$ cat src/rtl/serial_output.sv
// rtl/serial_output.sv - stream-to-UART 8N1 transmitter
//
// Accepts one 32-bit word per stb/ack transfer and sends its low byte LSB
// first as an 8N1 frame. Further transfers are held off until the frame ends.
//
// Ports:
//   clk           in   1  rising-edge clock
//   rst           in   1  asynchronous active-high reset
//   input_tx      in  32  data word, only [7:0] is transmitted
//   input_tx_stb  in   1  producer strobe, held with stable data until transfer
//   input_tx_ack  out  1  registered acknowledge, high only in IDLE
//   tx            out  1  serial line, idle high
//   tx_busy       out  1  high while a frame is in progress

module serial_output #(
  parameter int CLOCK_FREQUENCY = 100000000,
  parameter int BAUD_RATE       = 115200
) (
  input  logic        clk,
  input  logic        rst,
  input  logic [31:0] input_tx,
  input  logic        input_tx_stb,
  output logic        input_tx_ack,
  output logic        tx,
  output logic        tx_busy
);

  localparam int DIVISOR = CLOCK_FREQUENCY / BAUD_RATE;
  localparam int CW      = $clog2(DIVISOR);
  localparam logic [CW-1:0] LAST = CW'(DIVISOR - 1);

  generate
    if (DIVISOR < 2) begin : g_bad_divisor
      $error("serial_output: CLOCK_FREQUENCY / BAUD_RATE must be at least 2");
    end
  endgenerate

  typedef enum logic [1:0] {
    S_IDLE,
    S_START,
    S_DATA,
    S_STOP
  } state_t;

  state_t          r_state, w_state_n;
  logic [CW-1:0]   r_cnt, w_cnt_n;
  logic [2:0]      r_idx, w_idx_n;
  logic [7:0]      r_shift, w_shift_n;
  logic            r_tx, w_tx_n;
  logic            r_ack, w_ack_n;
  logic            r_busy, w_busy_n;
  logic            w_bit_end;
  logic            w_unused_upper;

  // Upper word bits are deliberately not transmitted.
  assign w_unused_upper = ^input_tx[31:8];

  assign w_bit_end    = (r_cnt == LAST);
  assign input_tx_ack = r_ack;
  assign tx           = r_tx;
  assign tx_busy      = r_busy;

  always_comb begin
    w_state_n = r_state;
    w_cnt_n   = r_cnt;
    w_idx_n   = r_idx;
    w_shift_n = r_shift;
    w_tx_n    = r_tx;
    w_ack_n   = r_ack;
    w_busy_n  = r_busy;
    case (r_state)
      S_IDLE: begin
        // ack comes up on the first edge after reset and stays up while idle
        w_cnt_n  = '0;
        w_tx_n   = 1'b1;
        w_ack_n  = 1'b1;
        w_busy_n = 1'b0;
        if (input_tx_stb && r_ack) begin
          w_shift_n = input_tx[7:0];
          w_ack_n   = 1'b0;
          w_tx_n    = 1'b0;
          w_busy_n  = 1'b1;
          w_state_n = S_START;
        end
      end
      S_START: begin
        if (w_bit_end) begin
          w_cnt_n   = '0;
          w_idx_n   = '0;
          w_tx_n    = r_shift[0];
          w_state_n = S_DATA;
        end else begin
          w_cnt_n = r_cnt + 1'b1;
        end
      end
      S_DATA: begin
        if (w_bit_end) begin
          w_cnt_n   = '0;
          w_shift_n = {1'b0, r_shift[7:1]};
          w_idx_n   = r_idx + 3'd1;
          if (r_idx == 3'd7) begin
            w_tx_n    = 1'b1;
            w_state_n = S_STOP;
          end else begin
            // next bit is what shift[0] becomes after this shift
            w_tx_n = r_shift[1];
          end
        end else begin
          w_cnt_n = r_cnt + 1'b1;
        end
      end
      S_STOP: begin
        if (w_bit_end) begin
          w_cnt_n   = '0;
          w_tx_n    = 1'b1;
          w_ack_n   = 1'b1;
          w_busy_n  = 1'b0;
          w_state_n = S_IDLE;
        end else begin
          w_cnt_n = r_cnt + 1'b1;
        end
      end
      default: begin
        w_state_n = S_IDLE;
      end
    endcase
  end

  always_ff @(posedge clk or posedge rst) begin
    if (rst) begin
      r_state <= S_IDLE;
      r_cnt   <= '0;
      r_idx   <= '0;
      r_shift <= '0;
      r_tx    <= 1'b1;
      r_ack   <= 1'b0;
      r_busy  <= 1'b0;
    end else begin
      r_state <= w_state_n;
      r_cnt   <= w_cnt_n;
      r_idx   <= w_idx_n;
      r_shift <= w_shift_n;
      r_tx    <= w_tx_n;
      r_ack   <= w_ack_n;
      r_busy  <= w_busy_n;
    end
  end

endmodule

$ cat config.mk
export PLATFORM = sky130hd
export DESIGN_NAME = serial_output
export DESIGN_NICKNAME = d
export VERILOG_FILES = /design/src/rtl/serial_output.sv
export SDC_FILE = /design/constraint.sdc
export NUM_CORES = 1
export LEC_CHECK = 0
export CAP_MARGIN = 40
export CORE_ASPECT_RATIO = 0.7
export CORE_MARGIN = 1
export CORE_UTILIZATION = 53
export CTS_BUF_LIST = sky130_fd_sc_hd__clkbuf_4 sky130_fd_sc_hd__clkbuf_8
export DETAILED_ROUTE_END_ITERATION = 10
export GPL_TIMING_DRIVEN = 0
export PLACE_DENSITY = 0.87
export SKIP_LAST_GASP = 1
export SYNTH_ARGS = -nofsm -noshare
export SYNTH_HDL_FRONTEND = slang
export SYNTH_SLANG_ARGS = --single-unit
$ cat constraint.sdc
create_clock -name clk -period 4.6 [get_ports clk]
set_input_delay 0.69 -clock clk [delete_from_list [all_inputs] [get_ports clk]]
set_output_delay 0.69 -clock clk [all_outputs]
set_load 0.01 [all_outputs]
Word-level counts from Yosys, hierarchy flattened
Cells that the tools add are included.
- flip-flop bits (word level): 26
- input port bits: 35
- output and inout bits: 3
- add/subtract/negate cells: 2
- eq/ne operators: 10
- multiplexer cells: 24
- reduce and logical (&&, ||, !) cells: 11
- operator list (operator ; count):
    $pmux W10 S2 ; 1
    $mux W8 ; 2
    $pmux W8 S2 ; 1
    $add A10 B1 Y10 const B ; 1
    $eq A10 B10 Y1 const B ; 1
    $mux W10 ; 1
    $mux W2 ; 5
    $ne A2 B2 Y1 const B ; 5
    $reduce_and A3 Y1 ; 3
    $pmux W2 S4 ; 1
    $mux W1 ; 7
    $mux W3 ; 2
    $pmux W3 S2 ; 1
    $reduce_bool A2 Y1 ; 3
    $reduce_and A5 Y1 ; 1
    $eq A2 B2 Y1 const B ; 2
    $pmux W1 S2 ; 2
    $pmux W1 S4 ; 1
    $add A3 B1 Y3 const B ; 1
    $eq A3 B3 Y1 const B ; 1
    $reduce_or A3 Y1 ; 1
    $eq A2 B1 Y1 const B ; 1
    $logic_not A2 Y1 ; 1
    $reduce_and A2 Y1 ; 1
    $logic_and A1 B1 Y1 ; 1

Longest topological paths before layout
- depth in word-level cells: 4
- depth in mapped cells: 6

Least setup slack after synthesis
OpenSTA, ideal clock, no wires.
- path kind: reg-to-reg
- start point: reg r_state[0]
- end point: reg r_shift[0]
- data arrival time: 1.633 ns
- data required time: 4.475 ns
- setup slack: 2.842 ns
- cell stages (with the launch flop): 6
- path buffers: 1
- period minus slack after synthesis: 1.758 ns
- path through: dfrtp_1 -> inv_1 -> ha_1 -> clkbuf_1 -> mux2_2 -> mux2_2
- word-level cells in the longest chain between the ends: 3
- elaborated cells between the ends (all ways): 7
- those cells by class: eq/ne: 3; mux: 1; reduce/logical: 3
- RTL lines (what ; RTL line ; text):
    start: declaration ; 45 ; state_t r_state, w_state_n;
    start signal: assignment ; 139 ; r_state <= w_state_n;
    $eq A2 B2 Y1 or $logic_not A2 Y1 (tied branches) ; 71 ; case (r_state)
    $ne A2 B2 Y1 (no source line) or $reduce_bool A2 Y1 (tied branches) ; -- ;
    $reduce_and A3 Y1 (no source line) ; -- ;
    end signal: assignment ; 142 ; r_shift <= w_shift_n;
    end: declaration ; 48 ; logic [7:0] r_shift, w_shift_n;
Parallel ways exist; a longest one is shown, timed or not.
A chain may end at the register's enable or synchronous reset.

Worst setup path in the final report
- start point: reg r_tx, in the netlist tx
- end point: out tx
- RTL lines (what ; RTL line ; text):
    start: declaration ; 49 ; logic r_tx, w_tx_n;
    start signal: assignment ; 143 ; r_tx <= w_tx_n;
    end: declaration ; 24 ; output logic tx,
No word-level cell between the ends.

==> results.md <==
- Clk_skew: 5.62 ps
- Via count of the routed design: 944
- Fmax achieved: between 400 and 500 MHz
- HPWL after DPL: 1890 µm
- Max-Cap Viols: 0
- Worst-margin pin slew: 517 ps
- Cells after synthesis: 119
- # diodes: 0
- Sequential element share of the synthesized area: 47.8%
- Hold Buf Count CTS: 0
- CTS tree: yes
- Core Box Area: approximately 0.0023 mm²
- Type of the worst setup path: reg -> out
- Die Height: 44.4 µm
- Max VDD drop: around 0.00026 V
- Initial antenna violation count: 0
- Area grow syn2layout: 18.4%
- Clk Latency, worst-skew pair: 320 ps
- Static leakage: 0.746 nW
- Final Net Count: about 180
- Power density of the placed cells: 250 mW/mm²
- Unrepaired setup endpoints after global routing: no
- Final setup TNS: 0 ps
- Slew margin rel.: 65.5%
- DRC: 0
- Total gr overflow: 0
- CTS root buf: clkbuf_4
- ANT nets after route: 0
- CP max-delay cell: dfstp_2
- Crit path max-delay family: flip-flops
- Final Hold Vio Count: 0
- Fin Hold WS: between 400 and 500 ps
- Clock Tree Buf Depth: 2
- Total track usage: 20.6%
- GR Util met3: around 5.4%
- Starting DRT DRC Count: 25
- Die area: between 0.002 and 0.003 mm²
- CTS clk-pin slew, worst paths: 130 ps
- Vias in the first global route: 864
- Netlist cell types: 31
- First-pass GRT wire length: ~4200 µm
- Crit Path Max Fanout: 2
- TritonCTS Buffers: 3
- Sequential Area: 652 µm²
- Synth Register Bits: 26
- Detailed Route WL: 2480 µm
- Setup crit end kind: output port
- Die width: 62.6 µm
- Final setup vio count: 0
- Critical Path Start Type: flop
- Row cnt: 14
- Min-delay worst type: reg -> reg
- GPL Wtd Cong: 0.823
- Fraction of layout cells with a size suffix above 1: 22.6%
- Routing usage on met1: 28.0%
- Post-cts gate resize count: 0
- H-tree depth: 1
- Synth Warn #: 0
- Cell Area, Synth: approximately 0.0014 mm²
- Buf+Inv Stages, Crit Path: 1
- Largest net degree at the start of global routing: 18
- Critical-path cell list: clkdlybuf4s50_1
- Crit path DAT: 1390 ps
- Via/cell ratio: 5.59
- Area of the multi-input gates: approximately 680 µm²
- Initial Util: about 60%
- Max-slew violations: 0
- Routed len/inst: 14.7 µm
- Crit-path max cell delay: 550 ps
- Syn nets: 162
- Tcrit/Tclk final: between 40 and 50%
- Top Ports: 38
- Mean Syn Cell Area: 11.5 µm²
- DRT Pass-1 Iters: 4
- Port Buffers: 13
- Most used routing layer: met2
- Post-CTS Setup Inserts: 0
- GRT met2 Usage: 33.3%
- Status: complete, no violations
- CTS sink cnt: 26
- Worst path required time: ~4000 ps
- Fill count: between 150 and 200
- Period minus WS final: 2080 ps
==> per-stage QoR <==
stage               instance area [µm²]  util, %  instances  power (mW)  setup WS (ps)
finish                             1610     70.8        169       0.404           2520
global route                       1610     70.8        169       0.421           2460
CTS                                1610     70.8        169       0.411           2490
detailed placement                 1560     68.5        165       0.253           2350
global placement                   1530     67.3        164       0.249           2400
floorplan                          1360        -        119       0.239           2840
==> sequential cells by signal (all words and copies together) (netlist names) <==
| name | cells |
|---|---|
| input_tx_ack | 1 |
| r_cnt | 10 |
| r_idx | 3 |
| r_shift | 8 |
| r_state | 2 |
| tx | 1 |
| tx_busy | 1 |
==> synthesized netlist by cell type <==
cell type | instances | share of area [%]
a22o_1 | 2 | 1.3
inv_1 | 7 | 1.9
a21bo_2 | 1 | 0.73
or3_4 | 1 | 0.83
o21ai_2 | 1 | 0.64
dfstp_2 | 1 | 1.9
a2111oi_0 | 1 | 0.64
o21a_1 | 2 | 1.1
clkbuf_1 | 1 | 0.28
a211oi_1 | 1 | 0.55
a2bb2oi_1 | 1 | 0.64
nor2_1 | 15 | 4.1
xnor2_1 | 6 | 3.9
nand4_1 | 1 | 0.46
nor4_1 | 2 | 0.92
nor2b_1 | 3 | 1.4
mux2_2 | 18 | 15
nor3_1 | 2 | 0.73
o221ai_2 | 1 | 1.1
nand4b_1 | 1 | 0.64
nand2_1 | 4 | 1.1
buf_2 | 1 | 0.37
nor3_4 | 1 | 1.2
o21ai_0 | 1 | 0.37
a31oi_1 | 3 | 1.4
ha_1 | 8 | 7.3
dfrtp_1 | 25 | 46
nand3_1 | 4 | 1.5
or2_2 | 1 | 0.46
o22ai_1 | 1 | 0.46
xor2_1 | 2 | 1.3
==> routing by layer <==
layer | vias up | wire (µm)
met5 | - | 0
met4 | 0 | 13
met3 | 2 | 108
met2 | 22 | 1150
met1 | 464 | 1200
li1 | 456 | -
==> placed cells by master, fill, tap and decap left out <==
cell             instances
clkdlybuf4s50_1         13
a22o_1                   2
nor2b_1                  3
or2_2                    1
a2111oi_0                1
o21a_1                   2
o221ai_2                 1
o22ai_1                  1
buf_16                   1
nand4b_1                 1
a211oi_1                 1
nand3_1                  4
nor2_1                  15
clkbuf_1                 1
dfstp_2                  1
buf_2                    1
mux2_2                  18
xnor2_1                  6
ha_1                     8
dfrtp_1                 25
clkbuf_4                 3
o21ai_2                  1
xor2_1                   2
bufinv_16                1
nand2_1                  4
o21ai_0                  1
inv_1                    7
or3_4                    1
nor3_4                   1
nand4_1                  1
a21bo_2                  1
nor3_1                   2
a2bb2oi_1                1
a31oi_1                  3
nor4_1                   2
==> layout make-up <==
cell class / instances / area share [%]
Clock inverter: 1 / 1.86
Buffer: 2 / 0.543
Tap cell: 32 / 2.48
Multi-Input combinational cell: 84 / 41.9
Timing Repair Buffer: 14 / 9.77
Clock buffer: 3 / 1.40
Inverter: 7 / 1.63
Sequential cell: 26 / 40.4
==> final timing paths <==
path	start	end	slack, ps	cells past startpoint
worst min register to register	r_cnt[0]$_DFF_PP0_	r_cnt[0]$_DFF_PP0_	500	1
worst min-delay path	r_cnt[0]$_DFF_PP0_	r_cnt[0]$_DFF_PP0_	500	1
min in group asynchronous	rst	r_shift[5]$_DFFE_PP0P_	680	2
worst max register to register	r_state[0]$_DFFE_PP0P_	r_shift[3]$_DFFE_PP0P_	2570	5
max in group asynchronous	rst	r_cnt[3]$_DFF_PP0_	3480	3
worst max-delay path	tx$_DFFE_PP1P_	tx	2520	1
==> power breakdown <==
part           leakage (nW)  total [mW]  internal (mW)  switching [mW]
logic                 0.388      0.0194         0.0122         0.00717
clock network        0.0279       0.156         0.0882          0.0675
registers             0.330       0.229          0.229               0
==> cells by family after synthesis <==
family | count (synthesis) | share of synthesized area, %
multiplexers | 18 | 14.9
buffers and inverters | 9 | 2.57
adder cells (fa/ha/maj) | 8 | 7.35
AND/OR/NAND/NOR | 35 | 13.3
flip-flops | 26 | 47.8
AO/OA/AOI/OAI | 15 | 8.91
XOR/XNOR | 8 | 5.14
(Power assumes the default switching activity.)
